===== src/rtl/memory.sv =====
// Memory stage of the Beta pipeline.
// Registers the execute results into the MEM pipe registers, performs the
// LD/LDR/ST data-memory access over a req/ack handshake, and holds the
// upstream pipeline through stall_mem while an access is outstanding.
//
// Handshake: dmem_req is high for every cycle the FSM is in REQ, and
// addr/wdata/we are stable for that whole time. The access completes on the
// rising edge where dmem_ack is high (which may be the first REQ cycle).
// dmem_ack outside REQ is ignored.
//
// Optional feature macro: DMEM_ALIGN_CHECK_EN. When defined, a memory op
// whose address has y[1:0] != 0 raises misalign, issues no request, and a
// misaligned load returns 0.

`ifndef IR_SRC_DATA
`define IR_SRC_DATA 1'b0
`endif
`ifndef IR_SRC_NOP
`define IR_SRC_NOP 1'b1
`endif

module memory #(
    parameter logic [31:0] NOP_INST = 32'h83FF_F800
) (
    input  logic        clk,
    input  logic        rst,
    input  logic        ir_src_mem,
    input  logic [31:0] pc_mem_next,
    input  logic [31:0] ir_mem_next,
    input  logic [31:0] y_mem_next,
    input  logic [31:0] st_mem_next,
    output logic        stall_mem,
    output logic        dmem_req,
    output logic        dmem_we,
    output logic [31:0] dmem_addr,
    output logic [31:0] dmem_wdata,
    input  logic [31:0] dmem_rdata,
    input  logic        dmem_ack,
    output logic        misalign,
    output logic [31:0] pc_wb_next,
    output logic [31:0] ir_wb_next,
    output logic [31:0] y_wb_next
);

    localparam logic [5:0] OPCODE_LD  = 6'h18;
    localparam logic [5:0] OPCODE_ST  = 6'h19;
    localparam logic [5:0] OPCODE_LDR = 6'h1F;

    typedef enum logic [1:0] {
        IDLE = 2'd0,
        REQ  = 2'd1,
        DONE = 2'd2
    } state_t;

    state_t      state_q, state_d;
    logic [31:0] pc_mem_q, pc_mem_d;
    logic [31:0] ir_mem_q, ir_mem_d;
    logic [31:0] y_mem_q, y_mem_d;
    logic [31:0] st_mem_q, st_mem_d;
    logic [31:0] ld_data_q, ld_data_d;

    function automatic logic is_load(input logic [31:0] ir);
        return (ir[31:26] == OPCODE_LD) || (ir[31:26] == OPCODE_LDR);
    endfunction

    function automatic logic is_store(input logic [31:0] ir);
        return ir[31:26] == OPCODE_ST;
    endfunction

    // Address is misaligned only matters when the alignment check is built in.
    function automatic logic is_misaligned(input logic [31:0] ir, input logic [31:0] y);
`ifdef DMEM_ALIGN_CHECK_EN
        return (is_load(ir) || is_store(ir)) && (y[1:0] != 2'b00);
`else
        return 1'b0 & ir[0] & y[0];
`endif
    endfunction

    logic capture;
    logic mem_op_new;
    logic mis_new;
    logic mis_cur;

    // Next-state logic: capture new work when not stalled, else wait for ack.
    always_comb begin
        state_d    = state_q;
        pc_mem_d   = pc_mem_q;
        ir_mem_d   = ir_mem_q;
        y_mem_d    = y_mem_q;
        st_mem_d   = st_mem_q;
        ld_data_d  = ld_data_q;
        capture    = (state_q != REQ);
        mem_op_new = 1'b0;
        mis_new    = 1'b0;

        if (capture) begin
            pc_mem_d   = pc_mem_next;
            y_mem_d    = y_mem_next;
            st_mem_d   = st_mem_next;
            ir_mem_d   = (ir_src_mem == `IR_SRC_NOP) ? NOP_INST : ir_mem_next;
            mem_op_new = is_load(ir_mem_d) || is_store(ir_mem_d);
            mis_new    = is_misaligned(ir_mem_d, y_mem_next);
            if (!mem_op_new) begin
                state_d = IDLE;
            end else if (mis_new) begin
                state_d = DONE;
            end else begin
                state_d = REQ;
            end
        end else if (dmem_ack) begin
            ld_data_d = dmem_rdata;
            state_d   = DONE;
        end
    end

    // Pipe registers and FSM state; reset leaves a bubble in MEM.
    always_ff @(posedge clk or posedge rst) begin
        if (rst) begin
            state_q   <= IDLE;
            pc_mem_q  <= 32'h0;
            ir_mem_q  <= NOP_INST;
            y_mem_q   <= 32'h0;
            st_mem_q  <= 32'h0;
            ld_data_q <= 32'h0;
        end else begin
            state_q   <= state_d;
            pc_mem_q  <= pc_mem_d;
            ir_mem_q  <= ir_mem_d;
            y_mem_q   <= y_mem_d;
            st_mem_q  <= st_mem_d;
            ld_data_q <= ld_data_d;
        end
    end

    // Request, stall and writeback outputs, all combinational from the pipe registers.
    always_comb begin
        mis_cur    = is_misaligned(ir_mem_q, y_mem_q);
        stall_mem  = (state_q == REQ);
        dmem_req   = 1'b0;
        dmem_we    = 1'b0;
        dmem_addr  = 32'h0;
        dmem_wdata = 32'h0;
        misalign   = mis_cur;
        pc_wb_next = pc_mem_q;
        ir_wb_next = ir_mem_q;
        y_wb_next  = y_mem_q;

        if (state_q == REQ) begin
            dmem_req   = 1'b1;
            dmem_we    = is_store(ir_mem_q);
            dmem_addr  = y_mem_q;
            dmem_wdata = st_mem_q;
            ir_wb_next = NOP_INST;
        end

        if ((state_q == DONE) && is_load(ir_mem_q)) begin
            y_wb_next = mis_cur ? 32'h0 : ld_data_q;
        end
    end

endmodule


===== config.mk =====
export PLATFORM = sky130hd
export DESIGN_NAME = memory
export DESIGN_NICKNAME = d
export VERILOG_FILES = /design/src/rtl/memory.sv
export SDC_FILE = /design/constraint.sdc
export NUM_CORES = 1
export LEC_CHECK = 0
export BUFFER_PORTS_ARGS = -buffer_cell sky130_fd_sc_hd__buf_4
export CAP_MARGIN = 20
export CORE_AREA = 2 2 129 131
export DETAILED_ROUTE_END_ITERATION = 12
export DIE_AREA = 0 0 131 133
export PLACE_DENSITY = 0.75
export RECOVER_POWER = 25
export SLEW_MARGIN = 10
export SYNTH_ARGS = -nofsm -noshare
export SYNTH_HDL_FRONTEND = slang
export SYNTH_SLANG_ARGS = --single-unit

===== constraint.sdc =====
create_clock -name clk -period 9.2 [get_ports clk]
set_input_delay 1.84 -clock clk [delete_from_list [all_inputs] [get_ports clk]]
set_output_delay 1.84 -clock clk [all_outputs]
set_load 0.02 [all_outputs]

## Yosys cells after proc, flatten, opt, wreduce, memory -nomap -nowiden

Index checks and enable logic that the tools add are counted.

| storage, ports and cells | value |
|---|---|
| memory bits (writable) | 0 |
| memories | 0 |
| output and inout port bits | 164 |
| bits in latches | 0 |
| bits of input ports | 164 |
| register bits | 162 |
| ROM bits | 0 |

| cells by class | value |
|---|---|
| $mul | 0 |
| div/mod/pow operators | 0 |
| reductions and logical operators | 6 |
| add/subtract/negate cells | 0 |
| shifts and indexed selects | 0 |
| bitwise gates (word level) | 1 |
| $lt $le $gt $ge | 0 |
| mux-type cells | 10 |
| eq/ne operators | 9 |

Operators with widths:

| kind | count |
|---|---|
| 2-to-1 mux 32 bit | 5 |
| == test 6 x 5 -> 1 bit, second input constant | 6 |
| 2-to-1 mux 2 bit | 2 |
| logical OR 1 bit | 3 |
| 2-to-1 mux 1 bit | 3 |
| == test 2 x 1 -> 1 bit, second input constant | 1 |
| == test 2 bit, second input constant | 1 |
| inequality test 2 x 1 -> 1 bit, second input constant | 1 |
| AND reduction 2 bit | 1 |
| nonzero test 2 bit | 1 |
| logical AND 1 bit | 1 |
| inverter 1 bit | 1 |

## Depth between registers and ports, before layout

Gate-level depths: netlist of the first run.

| depth | value |
|---|---|
| depth in word-level cells | 6 |
| mapped depth | 7 |
| gate-level depth less buffers | 4 |

## Worst setup path after synthesis of the first run

No wires, ideal clock.

| path | value |
|---|---|
| path type | flip-flop to output port |
| start point | reg state_q[1] |
| end point | out dmem_we |
| path slack | 5730 ps |
| arrival | 1630 ps |
| cell stages (with the launch flop) | 5 |
| required time | 7360 ps |
| cells stage by stage | dfrtp_1 -> nand2b_1 -> clkbuf_1 -> clkbuf_1 -> nor4_1 |

| on the way | value |
|---|---|
| longest elaborated chain between the ends | 2 |

RTL lines:

| what | line | source |
|---|---|---|
| start, declared | 55 | `state_t state_q, state_d;` |
| start signal, assigned | 126 | `state_q <= state_d;` |
| == test 2 x 1 -> 1 bit | 148 | `if (state_q == REQ) begin` |
| 2-to-1 mux 1 bit | 148 |  |
| end, declared | 34 | `output logic dmem_we,` |

No other way between the ends.

## Final worst setup path of the first run

| path | value |
|---|---|
| start point | reg state_q[1] |
| end point | out dmem_wdata[1] |

| on the way | value |
|---|---|
| longest elaborated chain between the ends | 2 |

RTL lines:

| what | line | source |
|---|---|---|
| == test 2 x 1 -> 1 bit | 148 |  |
| 2-to-1 mux 32 bit | 148 |  |
| end, declared | 36 | `output logic [31:0] dmem_wdata,` |

No other way between the ends.

==> flow_summary.ini, run 1 <==
[routing]
detail_route.drc_violations = 0
drt_first_iter_violations = 273
routed_wl_um = 19300
via_count = 5628
viasPerCell = 4.769
wl_per_cell_um = 16.35
dr.pass1.iters = 4
antenna_left = 0

[clock_network]
cts_max_level = 4
post_cts_buffers = 0
post_cts_resize_count = 0
clock_sinks = 162
cts_tree = built
cts_hold_buf = 0
worst_skew_pair.late_latency_ns = 0.42
clockBufferDepth = 2
clk_pin_slew_ns = 0.07
cts_root_buffer = clkbuf_16
cts_inserted_buffers = 17

[min_path]
hold-path-cell-count = 2
worstHoldStart = ir_mem_q[17]
hold_path.class = reg2reg
whs_endpoint = ir_mem_q[17]

[setup_path]
reg2regPathDepth = 6
reg2reg_from = state_q[1]
crit_required_ns = 7.36
cp-end-kind = primary output
critPathMaxFanout = 70
reg2reg_slack_ns = 4.19
cp.arrival_ns = 4.80
worst_setup_path_start_kind = register
worstSetupPathType = reg2out
timing.rr.end = ld_data_q[26]

[sta]
rsz0062_at_grt = false
tightest_slew_ns = 3.471
setup_violations = 0
slew-limit-headroom_pct = -132.7
final_max_slew_viol_count = 144
min_period_ns = 6.639
fin_crit_sh_pct = 72.16
fin_tns_setup_ns = 0
skew_ns = 0.01038
fmax_mhz = 150.6
hold_viol = 0

[synth]
synth_edf_count = 0
syn_area_per_cell_um2 = 11.14
synthArstFlopShare_pct = 100.0
synth_mux_area_share_pct = 11.71
synth_simple_gate_area_share_pct = 19.41
synth_top_cell_by_area = dfrtp_1
synth-seq-cells = 162
synth_xor_area_share_pct = 0
post-synth-top-count-cell = nand2_1
synth_compound_area_share_pct = 8.139
synth_fp_nets = 803
synth_top_family_by_area = simple AND/OR/NAND/NOR gates
synthAdderAreaFrac_pct = 0
synthTopCellsByCount = nand2_1, dfrtp_1, and2_1, a21o_1, mux2_2
yosysSeqAreaShare_pct = 57.23
yosysWarnings = 0
netlist_instances = 639
synth.distinct_cells = 27
yosys-top-cells-area = dfrtp_1, nand2_1, and2_1, a21o_1, mux2_4
synth_ff_type = dfrtp_1
syn-cell-area_um2 = 7118
synth_top_area_share_pct = 51.33

[floorplanning]
core_area_um2 = 16170
die-area_um2 = 17420
start_util_pct = 44.02
io_pins = 328
dieHeight_um = 133
rows = 47
die_w_um = 131

[global_routing]
grt_max_degree = 92
antenna_found_initial = 0
grt_pass1_vias = 5534
grt_overflow = 0
grt_pass1_wl_um = 29030
grt_usage_pct = 21.65

[cells_and_area]
drive_above_1_share_pct = 46.77
area_growth_pct = 44.37
fillers = 1314
nets = 1111
n_antenna_cell = 0

[run_status]
status = finished, violations left
violations = max-capacitance violations, max-slew violations

[pwr]
p_total_mw = 1.851
ir_drop_v = 0.0001198
p_per_area_nw_per_um2 = 180.2
power_leakage_nw = 5.551

[placement]
place.gp.congestion = 0.7577
dpl.hpwl_um = 13780
numPortBuffers = 326

[flow_run]
maxCapViolations = 2
## stage by stage
step / worst slack [ns] / hold WS (ns) / utilization (%) / cells / instance area (um^2)
3_5_place_dp: 4.989 / 0.4412 / 59.72 / 1146 / 9658
6_report: 2.561 / 0.4497 / 63.54 / 1180 / 10280
5_1_grt: 2.164 / 0.4705 / 63.54 / 1180 / 10280
3_3_place_gp: 4.987 / 0.4386 / 59.72 / 1146 / 9658
4_1_cts: 4.528 / 0.4505 / 63.32 / 1178 / 10240
2_1_floorplan: 3.010 / 0.4304 / - / 639 / 7118
## registers in the layout, indices dropped and copies added (netlist names)
name and cells:
st_mem_q 32, state_q 2, y_mem_q 32, ir_mem_q 32, ld_data_q 32, pc_wb_next 32
## where the power goes
| part | switching, mW | internal (mW) | total, mW |
|---|---|---|---|
| combinational | 0.141 | 0.169 | 0.310 |
| sequential | 0.0419 | 0.803 | 0.845 |
| clock | 0.307 | 0.389 | 0.696 |
| total | 0.490 | 1.36 | 1.85 |
## cells by family (layout without fill, tap and decap cells)
logic type,count (synthesis),count (layout)
other,1,1
AO/OA/AOI/OAI,83,83
AND/OR/NAND/NOR,282,282
buffers and inverters,47,368
multiplexers,64,64
flip-flops,162,162
## how the worst max path moves through the flow
stage	startpoint	end	slack [ns]	depth (start not counted)
4_1_cts	state_q[0]	dmem_wdata[17]	4.53	5
3_5_place_dp	state_q[0]	dmem_wdata[18]	4.99	5
6_report	state_q[1]	dmem_wdata[1]	2.56	5
5_1_grt	state_q[1]	dmem_wdata[8]	2.16	5
2_1_floorplan	rst	ir_mem_q[0]	3.01	1
3_3_place_gp	state_q[0]	dmem_wdata[5]	4.99	5
## layer usage
layer,wire length [um],part of all wire (%),global-route usage (%)
met2,9370,49,35.12
met3,1857,9.6,7.926
met1,7745,40,26.80
met5,0,0,0
met4,323,1.7,6.974
## cell type report
class	instances	area (um^2)	share of cell area, %
clock buffers	18	439.2	4.274
clock inverters	14	142.6	1.388
inverters	3	13.76	0.1339
multi-input cells	430	2799	27.24
flip-flops and latches	162	4074	39.64
well taps	220	275.3	2.679
repair buffers	333	2532	24.64
## cell usage in the layout, fill, tap and decap left out
| master | count |
|---|---|
| clkbuf_8 | 1 |
| nor2_1 | 3 |
| buf_4 | 330 |
| a21o_1 | 64 |
| nand4_1 | 1 |
| o21a_1 | 1 |
| clkbuf_4 | 1 |
| nand3_1 | 1 |
| buf_12 | 1 |
| dfrtp_1 | 146 |
| buf_16 | 1 |
| or3_2 | 1 |
| nor4_1 | 1 |
| mux2_2 | 34 |
| and2_1 | 70 |
| inv_6 | 7 |
| mux2_4 | 30 |
| nand3b_1 | 18 |
| and2_0 | 9 |
| inv_1 | 1 |
| a21oi_1 | 2 |
| clkinv_4 | 4 |
| and2_2 | 1 |
| clkinv_2 | 1 |
| o21ai_0 | 15 |
| inv_8 | 1 |
| bufinv_16 | 1 |
| nand2b_1 | 18 |
| nand2_1 | 159 |
| o22ai_1 | 1 |
| conb_1 | 1 |
| clkinvlp_2 | 2 |
| clkbuf_16 | 17 |
| dfstp_2 | 16 |
## critical path, cell delays in order, from the launching register on
cell and delay [ns]:
dfrtp_1 0.34, nand2b_1 0.72, clkinvlp_2 1.88, buf_4 0.90
and2_1 0.29, buf_4 0.16
(Power assumes the default switching activity.)
==> run 2: changes to the inputs <==
CORE_AREA = 2 2 127 129   (was 2 2 129 131)
DIE_AREA = 0 0 129 131   (was 0 0 131 133)
PLACE_DENSITY = 0.77   (was 0.75)
clock period = 6.95 ns   (was 9.2 ns; I/O delays follow)
==> flow_summary.ini, run 2 (synthesis results as in run 1) <==
[run_status]
status = finished, violations left
violations = max-capacitance violations, max-slew violations

[routing]
wl_per_cell_um = 16.60
routed_wl_um = 19500
detail_route.drc_violations = 0
via_count = 5593
drt_first_iter_violations = 301
antenna_left = 0
dr.pass1.iters = 4
viasPerCell = 4.760

[sta]
setup_violations = 0
slew-limit-headroom_pct = -153.6
rsz0062_at_grt = false
fin_crit_sh_pct = 73.89
hold_ws_ns = 0.4493
fmax_mhz = 194.7
hold_viol = 0
min_period_ns = 5.135
fin_tns_setup_ns = 0
tightest_slew_ns = 3.783
finalWorstSetupSlack_ns = 1.815
skew_ns = 0.008352
final_max_slew_viol_count = 153

[floorplanning]
rows = 46
io_pins = 328
core_area_um2 = 15600
die_w_um = 129
start_util_pct = 45.64
dieHeight_um = 131
die-area_um2 = 16900

[clock_network]
cts_hold_buf = 0
clk_pin_slew_ns = 0.06
clock_sinks = 162
post_cts_resize_count = 0
cts_max_level = 4
cts_tree = built
worst_skew_pair.late_latency_ns = 0.42
post_cts_buffers = 0
cts_root_buffer = clkbuf_16
cts_inserted_buffers = 17
clockBufferDepth = 2

[cells_and_area]
postLayoutCellArea_um2 = 10280
layout_common_cells = buf_4, nand2_1, dfrtp_1
final_common_cell = buf_4
n_antenna_cell = 0
nets = 1110
area_growth_pct = 44.38
drive_above_1_share_pct = 46.61

[min_path]
hold_path.class = reg2reg
worstHoldStart = ir_mem_q[14]

[placement]
numPortBuffers = 326
pre_cts_slack_ns = 3.421
placed_area_um2 = 9661
dpl.hpwl_um = 14120
place.gp.congestion = 0.8119

[setup_path]
reg2reg_from = state_q[1]
cp.arrival_ns = 3.75
cpMaxStageDelayCell = clkbuf_1
path_delay_family = buffers and inverters
crit_path_start = state_q[1]
worstSetupPathType = reg2out
crit_buf_inv = 3
critPathMaxFanout = 64
critPathMaxStageDelay_ns = 1.85
crit_chain = nand2b_4, clkinv_2, clkbuf_1, and2_1, buf_4
cp-end-kind = primary output
worst_setup_path_start_kind = register
crit_required_ns = 5.56

[pwr]
seqPwrFrac_pct = 44.9
clockPowerShare_pct = 39.0
comb_power_share_pct = 16.1
p_total_mw = 2.525
ir_drop_v = 0.0001508
power_leakage_nw = 5.561
p_per_area_nw_per_um2 = 245.6
power.switching_mw = 0.6295
p_int_mw = 1.895
switching_share_pct = 24.94

[global_routing]
grt_pass1_vias = 5405
antenna_found_initial = 0
grt_max_degree = 88
grt_pass1_wl_um = 28650
grt_usage_pct = 22.51
grt_overflow = 0

[flow_run]
maxCapViolations = 2
==> run 2: changes by cell type in the layout (fill, tap and decap cells not counted), moves of 2 or more <==
cell / change
and2_0: -9
and2_1: +9
bufinv_16: +3
clkinv_2: +4
clkinv_4: -2
clkinvlp_4: +2
inv_6: -6
==> run 2: layout make-up <==
cell class	instances	area (um^2)
clock inverters	14	185.2
flip-flops and latches	162	4074
well taps	216	270.3
inverters	3	13.76
fillers	1283	5320
repair buffers	332	2489
clock buffers	18	439.2
multi-input cells	430	2806
==> run 2: power by group through the flow <==
| stage | registers (mW) | logic [mW] | clock network, mW |
|---|---|---|---|
| after floorplan | 1.13 | 0.215 | 0 |
| after global placement | 1.15 | 0.403 | 0 |
| after detailed placement | 1.15 | 0.410 | 0 |
| after CTS | 1.13 | 0.412 | 1.00 |
| after global routing | 1.14 | 0.439 | 1.05 |
| final | 1.13 | 0.406 | 0.986 |
==> run 2: worst register-to-register path, cell delays in order (launching register included) <==
cell      delay [ns]
dfrtp_1         0.37
nand2b_4        0.41
clkinv_2        0.13
clkbuf_1        1.85
nand2_1         0.17
buf_4           0.37
mux2_2          0.36
==> run 2: worst paths after layout <==
kind / end / slack [ns] / cells after the start
min: ir_mem_q[14] / 0.45 / 2
min in group asynchronous: pc_wb_next[30] / 2.10 / 2
min reg2reg: ir_mem_q[14] / 0.45 / 2
max in group asynchronous: y_mem_q[24] / 2.63 / 3
max: dmem_addr[25] / 1.81 / 5
max reg2reg: ld_data_q[29] / 3.17 / 6
==> run 2: metal layers <==
metal	global-route usage, %	up-vias	wire length, um
met5	0	-	0
met4	10.61	0	586
met3	6.881	43	1493
met2	37.91	241	9836
met1	26.56	2611	7588
li1	-	2698	-
==> run 2: through the flow <==
| stage | util (%) | std cells |
|---|---|---|
| after floorplan | - | 639 |
| after global placement | 61.94 | 1143 |
| after detailed placement | 61.94 | 1143 |
| after CTS | 65.94 | 1175 |
| after global routing | 65.89 | 1175 |
| final | 65.89 | 1175 |
==> run 3: changes to the inputs <==
clock period = 5 ns   (was 6.95 ns; I/O delays follow)
==> flow_summary.ini, run 3 (synthesis results as in run 1) <==
[setup_path]
cp-end-kind = primary output
crit_path_start = state_q[0]
cp.arrival_ns = 2.82
path_common_cell = buf_4
cpMaxStageDelayCell = nand2b_4
critPathMaxStageDelay_ns = 0.59
worstSetupPathType = reg2out
crit_chain = nand2b_4, clkinv_2, buf_4, and2_1, buf_4
worst_setup_path_start_kind = register
crit_required_ns = 4.00
reg2reg_from = state_q[0]
critPathMaxFanout = 78

[cells_and_area]
area_growth_pct = 43.77
n_antenna_cell = 0
drive_above_1_share_pct = 46.51
layout_common_cells = buf_4, nand2_1, dfrtp_1
final_common_cell = buf_4
fin_util_pct = 65.61
nets = 1110

[run_status]
violations = max-capacitance violations, max-slew violations
status = finished, violations left

[sta]
hold_viol = 0
rsz0062_at_grt = false
final_max_slew_viol_count = 125
fin_crit_sh_pct = 76.39
fin_tns_setup_ns = 0
setup_violations = 0
skew_ns = 0.008464
fmax_mhz = 261.8
tightest_slew_ns = 2.103
slew-limit-headroom_pct = -40.20
min_period_ns = 3.819

[routing]
route.met3.wl_um = 1500
dr.pass1.iters = 6
dr.max_layer_used = met4
viasPerCell = 4.764
met2_length_um = 9387
routed_wl_um = 18700
detail_route.drc_violations = 0
wl_met1_um = 7347
drt_first_iter_violations = 203
antenna_left = 0
wl_per_cell_um = 15.91
via_count = 5598

[pwr]
clockPowerShare_pct = 37.6
ir_drop_v = 0.0002103
switching_share_pct = 25.24
power.switching_mw = 0.8571
comb_power_share_pct = 16.7
p_int_mw = 2.539
p_per_area_nw_per_um2 = 331.8
seqPwrFrac_pct = 45.7
power_leakage_nw = 5.539

[placement]
place.gp.congestion = 0.7754
dpl.hpwl_um = 13560
numPortBuffers = 326

[floorplanning]
core_area_um2 = 15600
die_w_um = 129
io_pins = 328
rows = 46
start_util_pct = 45.64
dieHeight_um = 131
die-area_um2 = 16900

[flow_run]
maxCapViolations = 2

[min_path]
worstHoldStart = ir_mem_q[21]
hold_path.class = reg2reg

[clock_network]
cts_tree = built
clock_sinks = 162
clockBufferDepth = 2
post_cts_buffers = 0
clk_pin_slew_ns = 0.06
worst_skew_pair.late_latency_ns = 0.42
cts_inserted_buffers = 17
cts_hold_buf = 0
cts_root_buffer = clkbuf_16
post_cts_resize_count = 0
cts_max_level = 4

[global_routing]
grt_pass1_wl_um = 27610
grt_usage_pct = 21.53
antenna_found_initial = 0
grt_overflow = 0
grt_pass1_vias = 5341
grt_max_degree = 89
-- run 3: changes by cell type in the layout (fill, tap and decap cells not counted), sizes merged --
cell,change
clkbuf,+3
bufinv,-2
clkinv,-2
inv,+1
-- run 3: layout make-up --
type / count / area (um^2)
clock buffers: 21 / 450.4
repair buffers: 332 / 2490
fillers: 1264 / 5364
multi-input cells: 430 / 2806
flip-flops and latches: 162 / 4074
clock inverters: 11 / 128.9
well taps: 216 / 270.3
inverters: 3 / 13.76
-- run 3: power by group through the flow --
| stage | sequential [mW] | clock [mW] | combinational, mW |
|---|---|---|---|
| 5_1_grt | 1.57 | 1.35 | 0.611 |
| 4_1_cts | 1.55 | 1.30 | 0.577 |
| 3_5_place_dp | 1.58 | 0 | 0.576 |
| 2_1_floorplan | 1.58 | 0 | 0.299 |
| 6_report | 1.55 | 1.28 | 0.566 |
| 3_3_place_gp | 1.57 | 0 | 0.564 |
-- run 3: stage by stage --
step	total power, mW	cells	worst slack, ns	hold WS [ns]	cell area, um^2
2_1_floorplan	1.876	639	1.956	0.4304	7122
3_3_place_gp	2.134	1143	1.680	0.4378	9672
3_5_place_dp	2.153	1143	1.660	0.4417	9672
4_1_cts	3.432	1175	1.184	0.4514	10250
5_1_grt	3.539	1175	0.7383	0.4585	10230
6_report	3.396	1175	1.181	0.4495	10230
-- run 3: critical path: cells and delay by family (launching register included) --
kind                   cells  cell delay [ns]
buffers and inverters      3             1.00
DFF                        1             0.40
and+or+nand+nor            2             0.89
-- run 3: metal layers --
| layer | global-route usage [%] | up-vias |
|---|---|---|
| li1 | - | 2698 |
| met3 | 7.410 | 33 |
| met5 | 0 | - |
| met1 | 25.18 | 2645 |
| met2 | 36.17 | 222 |
| met4 | 9.527 | 0 |
-- run 3: final timing paths --
path / slack, ns / to / cells after the start
worst min-delay path: 0.45 / ir_mem_q[21] / 2
worst max register to register: 1.94 / ld_data_q[17] / 6
min in group asynchronous: 0.95 / st_mem_q[21] / 2
worst min register to register: 0.45 / ir_mem_q[21] / 2
worst max-delay path: 1.18 / dmem_wdata[14] / 5
max in group asynchronous: 1.37 / ld_data_q[12] / 3
